--- config.mk ---
export PLATFORM = sky130hd
export DESIGN_NAME = piece_merge
export DESIGN_NICKNAME = d
export VERILOG_FILES = /design/src/rtl/piece_merge.sv
export SDC_FILE = /design/constraint.sdc
export NUM_CORES = 2
export LEC_CHECK = 0
export ABC_AREA = 1
export CAP_MARGIN = 0
export CORE_AREA = 2 2 540 542
export CTS_BUF_LIST = sky130_fd_sc_hd__clkbuf_16
export DETAILED_ROUTE_END_ITERATION = 16
export DIE_AREA = 0 0 542 544
export PLACE_DENSITY = 0.31
export RECOVER_POWER = 100
export SYNTH_ARGS = -nofsm -noshare
export SYNTH_HDL_FRONTEND = slang
export SYNTH_SLANG_ARGS = --single-unit
export TNS_END_PERCENT = 100
--- constraint.sdc ---
create_clock -name i_clk -period 58.3 [get_ports i_clk]
set_input_delay 8.745 -clock i_clk [delete_from_list [all_inputs] [get_ports i_clk]]
set_output_delay 8.745 -clock i_clk [all_outputs]
set_load 0.01 [all_outputs]
--- src/rtl/piece_merge.sv ---
// rtl/piece_merge.sv - writes a locked tetromino into the playfield, then flags full rows (option: COLLISION_CHECK_EN)
module piece_merge #(
    parameter int ROWS = 22,
    parameter int COLS = 10,
    parameter int CW   = 3
) (
    input  logic                            i_clk,
    input  logic                            i_rst,
    input  logic                            i_start,
    input  logic [ROWS-1:0][COLS-1:0][CW-1:0] i_c_grid,
    input  logic [3:0][3:0]                 i_piece_mask,
    input  logic [4:0]                      i_piece_row,
    input  logic [3:0]                      i_piece_col,
    input  logic [CW-1:0]                   i_piece_color,
    output logic [ROWS-1:0][COLS-1:0][CW-1:0] o_n_grid,
    output logic [ROWS-1:0]                 o_full_rows,
    output logic [2:0]                      o_lines,
    output logic                            o_busy,
    output logic                            o_done,
    output logic                            o_clear_en
`ifdef COLLISION_CHECK_EN
    ,
    output logic                            o_collision,
    output logic                            o_oob
`endif
);

    typedef enum logic [1:0] {S_IDLE, S_MERGE, S_SCAN, S_DONE} state_t;

    state_t                          r_state;
    state_t                          w_next;
    logic [ROWS-1:0][COLS-1:0][CW-1:0] r_grid;
    logic [3:0][3:0]                 r_mask;
    logic [4:0]                      r_row;
    logic [3:0]                      r_col;
    logic [CW-1:0]                   r_color;
    logic [1:0]                      r_idx;
    logic [ROWS-1:0]                 r_full;
    logic [2:0]                      r_lines;

    logic                            w_accept;
    logic [5:0]                      w_row_sel;
    logic [3:0][5:0]                 w_cols;
    logic [COLS-1:0]                 w_col_hit;
    logic [ROWS-1:0]                 w_full;
    logic [4:0]                      w_cnt;
    logic [2:0]                      w_lines;

    // a colourless piece would be indistinguishable from empty cells, so it never starts a merge
    assign w_accept = (r_state == S_IDLE) && i_start && (i_piece_color != '0);

    // state register
    always_ff @(posedge i_clk or posedge i_rst) begin
        if (i_rst) begin
            r_state <= S_IDLE;
        end else begin
            r_state <= w_next;
        end
    end

    // next-state: one mask row per MERGE cycle, then a single SCAN and DONE cycle
    always_comb begin
        w_next = r_state;
        case (r_state)
            S_IDLE:  if (w_accept) w_next = S_MERGE;
            S_MERGE: if (r_idx == 2'd3) w_next = S_SCAN;
            S_SCAN:  w_next = S_DONE;
            S_DONE:  w_next = S_IDLE;
            default: w_next = S_IDLE;
        endcase
    end

    // decode the current box row into a target grid row and a set of in-grid columns
    always_comb begin
        w_row_sel = {1'b0, r_row} + {4'b0000, r_idx};
        w_col_hit = '0;
        for (int j = 0; j < 4; j++) begin
            w_cols[j] = {2'b00, r_col} + 6'(j);
            if (r_mask[r_idx][j] && (w_row_sel < 6'(ROWS))) begin
                for (int cc = 0; cc < COLS; cc++) begin
                    if (w_cols[j] == 6'(cc)) w_col_hit[cc] = 1'b1;
                end
            end
        end
    end

    // full-row detection on the merged grid; count clamps at 7 to fit the 3-bit output
    always_comb begin
        w_full = '0;
        w_cnt  = '0;
        for (int rr = 0; rr < ROWS; rr++) begin
            w_full[rr] = 1'b1;
            for (int cc = 0; cc < COLS; cc++) begin
                if (r_grid[rr][cc] == '0) w_full[rr] = 1'b0;
            end
            w_cnt = w_cnt + {4'b0000, w_full[rr]};
        end
        w_lines = (w_cnt > 5'd7) ? 3'd7 : w_cnt[2:0];
    end

    // grid datapath: latch on start, overwrite occupied cells during MERGE, capture scan result
    always_ff @(posedge i_clk or posedge i_rst) begin
        if (i_rst) begin
            r_grid  <= '0;
            r_mask  <= '0;
            r_row   <= '0;
            r_col   <= '0;
            r_color <= '0;
            r_idx   <= '0;
            r_full  <= '0;
            r_lines <= '0;
        end else begin
            case (r_state)
                S_IDLE: begin
                    if (w_accept) begin
                        r_grid  <= i_c_grid;
                        r_mask  <= i_piece_mask;
                        r_row   <= i_piece_row;
                        r_col   <= i_piece_col;
                        r_color <= i_piece_color;
                        r_idx   <= '0;
                    end
                end
                S_MERGE: begin
                    for (int rr = 0; rr < ROWS; rr++) begin
                        for (int cc = 0; cc < COLS; cc++) begin
                            if ((w_row_sel == 6'(rr)) && w_col_hit[cc]) r_grid[rr][cc] <= r_color;
                        end
                    end
                    r_idx <= r_idx + 2'd1;
                end
                S_SCAN: begin
                    r_full  <= w_full;
                    r_lines <= w_lines;
                end
                default: ;
            endcase
        end
    end

`ifdef COLLISION_CHECK_EN
    logic r_collision;
    logic r_oob;
    logic w_coll;
    logic w_drop;

    // a set mask bit is dropped when its row or column falls outside the grid;
    // a collision is a write onto a cell that already held a colour
    always_comb begin
        w_drop = 1'b0;
        w_coll = 1'b0;
        for (int j = 0; j < 4; j++) begin
            if (r_mask[r_idx][j] && ((w_row_sel >= 6'(ROWS)) || (w_cols[j] >= 6'(COLS)))) w_drop = 1'b1;
        end
        for (int rr = 0; rr < ROWS; rr++) begin
            for (int cc = 0; cc < COLS; cc++) begin
                if ((w_row_sel == 6'(rr)) && w_col_hit[cc] && (r_grid[rr][cc] != '0)) w_coll = 1'b1;
            end
        end
    end

    // sticky flags, cleared only when a new piece is accepted
    always_ff @(posedge i_clk or posedge i_rst) begin
        if (i_rst) begin
            r_collision <= 1'b0;
            r_oob       <= 1'b0;
        end else if (w_accept) begin
            r_collision <= 1'b0;
            r_oob       <= 1'b0;
        end else if (r_state == S_MERGE) begin
            r_collision <= r_collision | w_coll;
            r_oob       <= r_oob | w_drop;
        end
    end

    assign o_collision = r_collision;
    assign o_oob       = r_oob;
`endif

    assign o_n_grid    = r_grid;
    assign o_full_rows = r_full;
    assign o_lines     = r_lines;
    assign o_busy      = (r_state != S_IDLE);
    assign o_done      = (r_state == S_DONE);
    assign o_clear_en  = (r_state == S_DONE);

endmodule

==> results_tabular.tex <==
\begin{tabular}{lr}
\hline
Metric & Value \\
\hline
\multicolumn{2}{l}{\textbf{Synth}} \\
\quad Synthesized-area fraction occupied by xor and xnor cells & 0.000844 \\
\quad Flip-flop and latch count after synthesis & 717 \\
\quad Portion of netlist area occupied by mux cells & 0 \\
\quad Syn Inst Count & 5,755 \\
\quad Number of synthesis warnings & 0 \\
\quad Flip-flop cell with the highest count after synthesis & dfrtp\_1 \\
\quad Cell with the most instances after synthesis & nand2\_1 \\
\quad Most area-hungry cell type in the Yosys netlist & dfrtp\_1 \\
\quad Cell area after synthesis & 0.0415 mm2 \\
\quad Synthesized area per cell & 7.21 um2 \\
\quad Compound-cell area share of the yosys netlist & 0.0571 \\
\quad Number of enable flip-flop cells after synthesis & 0 \\
\quad Register area share after synthesis & 0.432 \\
\quad Proportion of register bits with asynchronous set or reset after synthesis & 1.00 \\
\quad Adder and majority gate portion of the synthesized area & 0.0128 \\
\quad Syn\_nets & 6,479 \\
\quad Most used standard cells in the synthesized netlist & 2,837 x nand2\_1, 717 x dfrtp\_1, 671 x nand3\_1 \\
\quad Basic-gate share of the synthesized area counting and, or, nand and nor cells & 0.453 \\
\quad Number of distinct standard cells referenced by the synthesized netlist & 39 \\
\quad Area fraction of the dominant cell type after synthesis & 0.432 \\
\quad Leading post-synthesis cells by cell area & dfrtp\_1 43\%, nand2\_1 26\%, nand3\_1 8.1\% \\
\quad Dominant combinational cell family by area after synthesis & simple AND/OR/NAND/NOR gates \\
\multicolumn{2}{l}{\textbf{Layout}} \\
\quad Total area of multi-input combinational cells & 0.0217 mm2 \\
\quad Layout Area Growth over Synthesis & 50.2\% \\
\quad Register Area & 0.0179 mm2 \\
\quad Non-filler instance count after layout & 10.9k \\
\quad Final instance area & 0.0624 mm2 \\
\quad Share of final-layout standard cells stronger than drive strength 1 & 0.108 \\
\quad Fin nets & 7,721 \\
\quad Filler instances & 32.5k \\
\quad Share of the core filled with cells in the final layout & 0.216 \\
\multicolumn{2}{l}{\textbf{Clocking}} \\
\quad Count of cells resized by post-cts repair & 0 \\
\quad CTS Root Buffer Type & clkbuf\_16 \\
\quad Number of levels the H-tree was split into & 3 \\
\quad Number of clock sinks & 717 \\
\quad Post-CTS repair timing setup buffer count & 0 \\
\quad Number of buffers created by CTS & 109 \\
\quad Clock insertion delay at the later pin of the skew report & 830 ps \\
\quad Clock transition at the registers of the reported paths & 60 ps \\
\quad CTS Hold Bufs & 0 \\
\quad Clock tree from TritonCTS & yes \\
\quad Largest buffer count on any clock path & 4 \\
\multicolumn{2}{l}{\textbf{Pwr}} \\
\quad Worst vdd ir & 0.0305 mV \\
\quad Overall power consumption & 3.95 mW \\
\quad P\_leak & 31.0 nW \\
\quad Power Density & 63.3 mW/mm2 \\
\multicolumn{2}{l}{\textbf{Detailed routing}} \\
\quad Routed len/inst & 28.2 um \\
\quad Antenna viol nets, final & 0 \\
\quad Post-detailed-route DRC marker count & 0 \\
\quad Total Routed Length & 308 mm \\
\quad First-iteration detailed-routing DRC count & 2,705 \\
\quad Via count & 45.7k \\
\quad Number of vias per cell & 4.19 \\
\quad Pre-antenna DRT Iters & 5 \\
\multicolumn{2}{l}{\textbf{GRT}} \\
\quad Largest net degree at the start of global routing & 169 \\
\quad Number of global-route vias before repair & 47.1k \\
\quad All-Layer GR Usage & 0.202 \\
\quad Total congestion overflow after global routing & 0 \\
\quad Initial antenna violation count & 89 \\
\quad First-pass GRT wire length & 415 mm \\
\multicolumn{2}{l}{\textbf{STA}} \\
\quad RSZ-0062 raised after global routing & false \\
\quad Post-route worst setup slack & 30,980 ps \\
\quad Final Hold Violating Endpoints & 0 \\
\quad Achievable Freq & 0.0366 GHz \\
\quad Maximum clock skew at final layout & 33.0 ps \\
\quad Final Hold Slack & 475 ps \\
\quad Number of pins exceeding their max-slew limit in the final report & 1,682 \\
\quad Setup TNS after final layout & 0 ps \\
\quad Number of setup violations in the final report & 0 \\
\quad Max-Slew Margin vs Limit & -4.59 \\
\quad Final critical path time including I/O delays and setup & 27,320 ps \\
\quad Least-Margin Pin Slew & 8390 ps \\
\quad Fin crit share & 0.469 \\
\multicolumn{2}{l}{\textbf{Job}} \\
\quad Max-cap violations & 26 \\
\multicolumn{2}{l}{\textbf{Die}} \\
\quad Die outline width & 542 um \\
\quad DIE AREA & 0.295 mm2 \\
\quad Boundary Pins & 1,379 \\
\quad Area of the core & 0.289 mm2 \\
\quad Cell row count & 198 \\
\quad Initial cell density of the core & 0.143 \\
\quad Vertical die dimension & 544 um \\
\multicolumn{2}{l}{\textbf{Placed design}} \\
\quad Total placed cells including tap cells & 10.7k \\
\quad Post-place instance area & 0.0595 mm2 \\
\quad IO Port Bufs & 1,378 \\
\quad Worst slack after detailed placement & 43,800 ps \\
\quad Detailed placement HPWL & 235 mm \\
\quad Placer's final routability congestion estimate & 0.827 \\
\multicolumn{2}{l}{\textbf{Outcome}} \\
\quad Status & complete, but fails checks \\
\quad Violated checks & max-capacitance violations, max-slew violations \\
\multicolumn{2}{l}{\textbf{Worst setup path}} \\
\quad Startpoint type of the worst setup path & input port \\
\quad Type of the setup path with the least slack & in2reg \\
\quad WP data arrival & 28,010 ps \\
\quad Required time of the worst setup path & 58,990 ps \\
\quad Critical path endpoint category & flop \\
\quad Crit path max fanout & 168 \\
\multicolumn{2}{l}{\textbf{Hold path}} \\
\quad Kind of path behind the tightest hold check & reg2reg \\
\hline
\end{tabular}
[cell families after synthesis]
group,count (synthesis)
XOR/XNOR,4
buffers and inverters,393
AND/OR/NAND/NOR,4310
AO/OA/AOI/OAI,298
adder cells (fa/ha/maj),33
flip-flops,717
[worst paths after layout]
| path | from | endpoint | slack, ps | cells past startpoint |
|---|---|---|---|---|
| max in group asynchronous | i_rst | o_n_grid[293] | 33800 | 7 |
| setup / recovery | i_start | o_n_grid[530] | 30980 | 14 |
| min in group asynchronous | i_rst | o_n_grid[122] | 10000 | 2 |
| hold reg to reg | o_full_rows[16] | o_full_rows[16] | 470 | 2 |
| setup reg to reg | r_state[0] | o_n_grid[530] | 38420 | 15 |
| hold / removal | o_full_rows[16] | o_full_rows[16] | 470 | 2 |
[worst max-delay path, cell delays in order]
cell	delay, ps
dlygate4sd3_1	530
nand2_1	190
a31oi_2	200
clkbuf_1	1200
inv_1	90
clkbuf_1	540
o21ai_4	170
clkbuf_1	5560
clkbuf_1	2110
clkbuf_1	2160
clkbuf_1	5040
nand2_1	660
nand2_1	270
nand2_1	70
[power breakdown]
group          internal [mW]  leakage (nW)  total [mW]  switching (mW)
clock                  0.365          1.70       0.641           0.277
sequential             0.735          9.04       0.960           0.225
combinational          0.753          20.2        2.35            1.60
total                   1.85          31.0        3.95            2.10
[registers in the layout, summed over array words and instances (netlist names)]
signal	cells
r_color	3
o_n_grid	660
o_full_rows	22
r_col	4
o_lines	3
r_idx	2
r_mask	16
r_row	5
r_state	2
[per-layer routing]
| layer | vias to the layer above | routed length [um] | GRT usage |
|---|---|---|---|
| met3 | 347 | 23900 | 0.0591 |
| met4 | 74 | 8100 | 0.0543 |
| met1 | 22600 | 132000 | 0.255 |
| li1 | 21100 | - | - |
| met5 | - | 473 | 0 |
| met2 | 1590 | 144000 | 0.335 |
[layout make-up]
class,instances,share of cell area
clock inverter,80,0.00843
multi-input combinational,4645,0.348
antenna,32,0.00128
timing repair buffer,1460,0.230
clock buffer,110,0.0441
tap,3800,0.0762
sequential,717,0.288
inverter,64,0.00399
[placed cells by master (no fill, tap or decap), types with 54 or more instances in the layout]
master,instances
dfrtp_1,717
nand3_1,671
clkbuf_16,110
dlygate4sd3_1,690
nand2_1,2962
o21ai_2,200
nor2_1,57
nand2_2,265
clkdlybuf4s50_1,688
inv_1,78
nor3_1,204
buf_4,54
(Power assumes the default switching activity.)
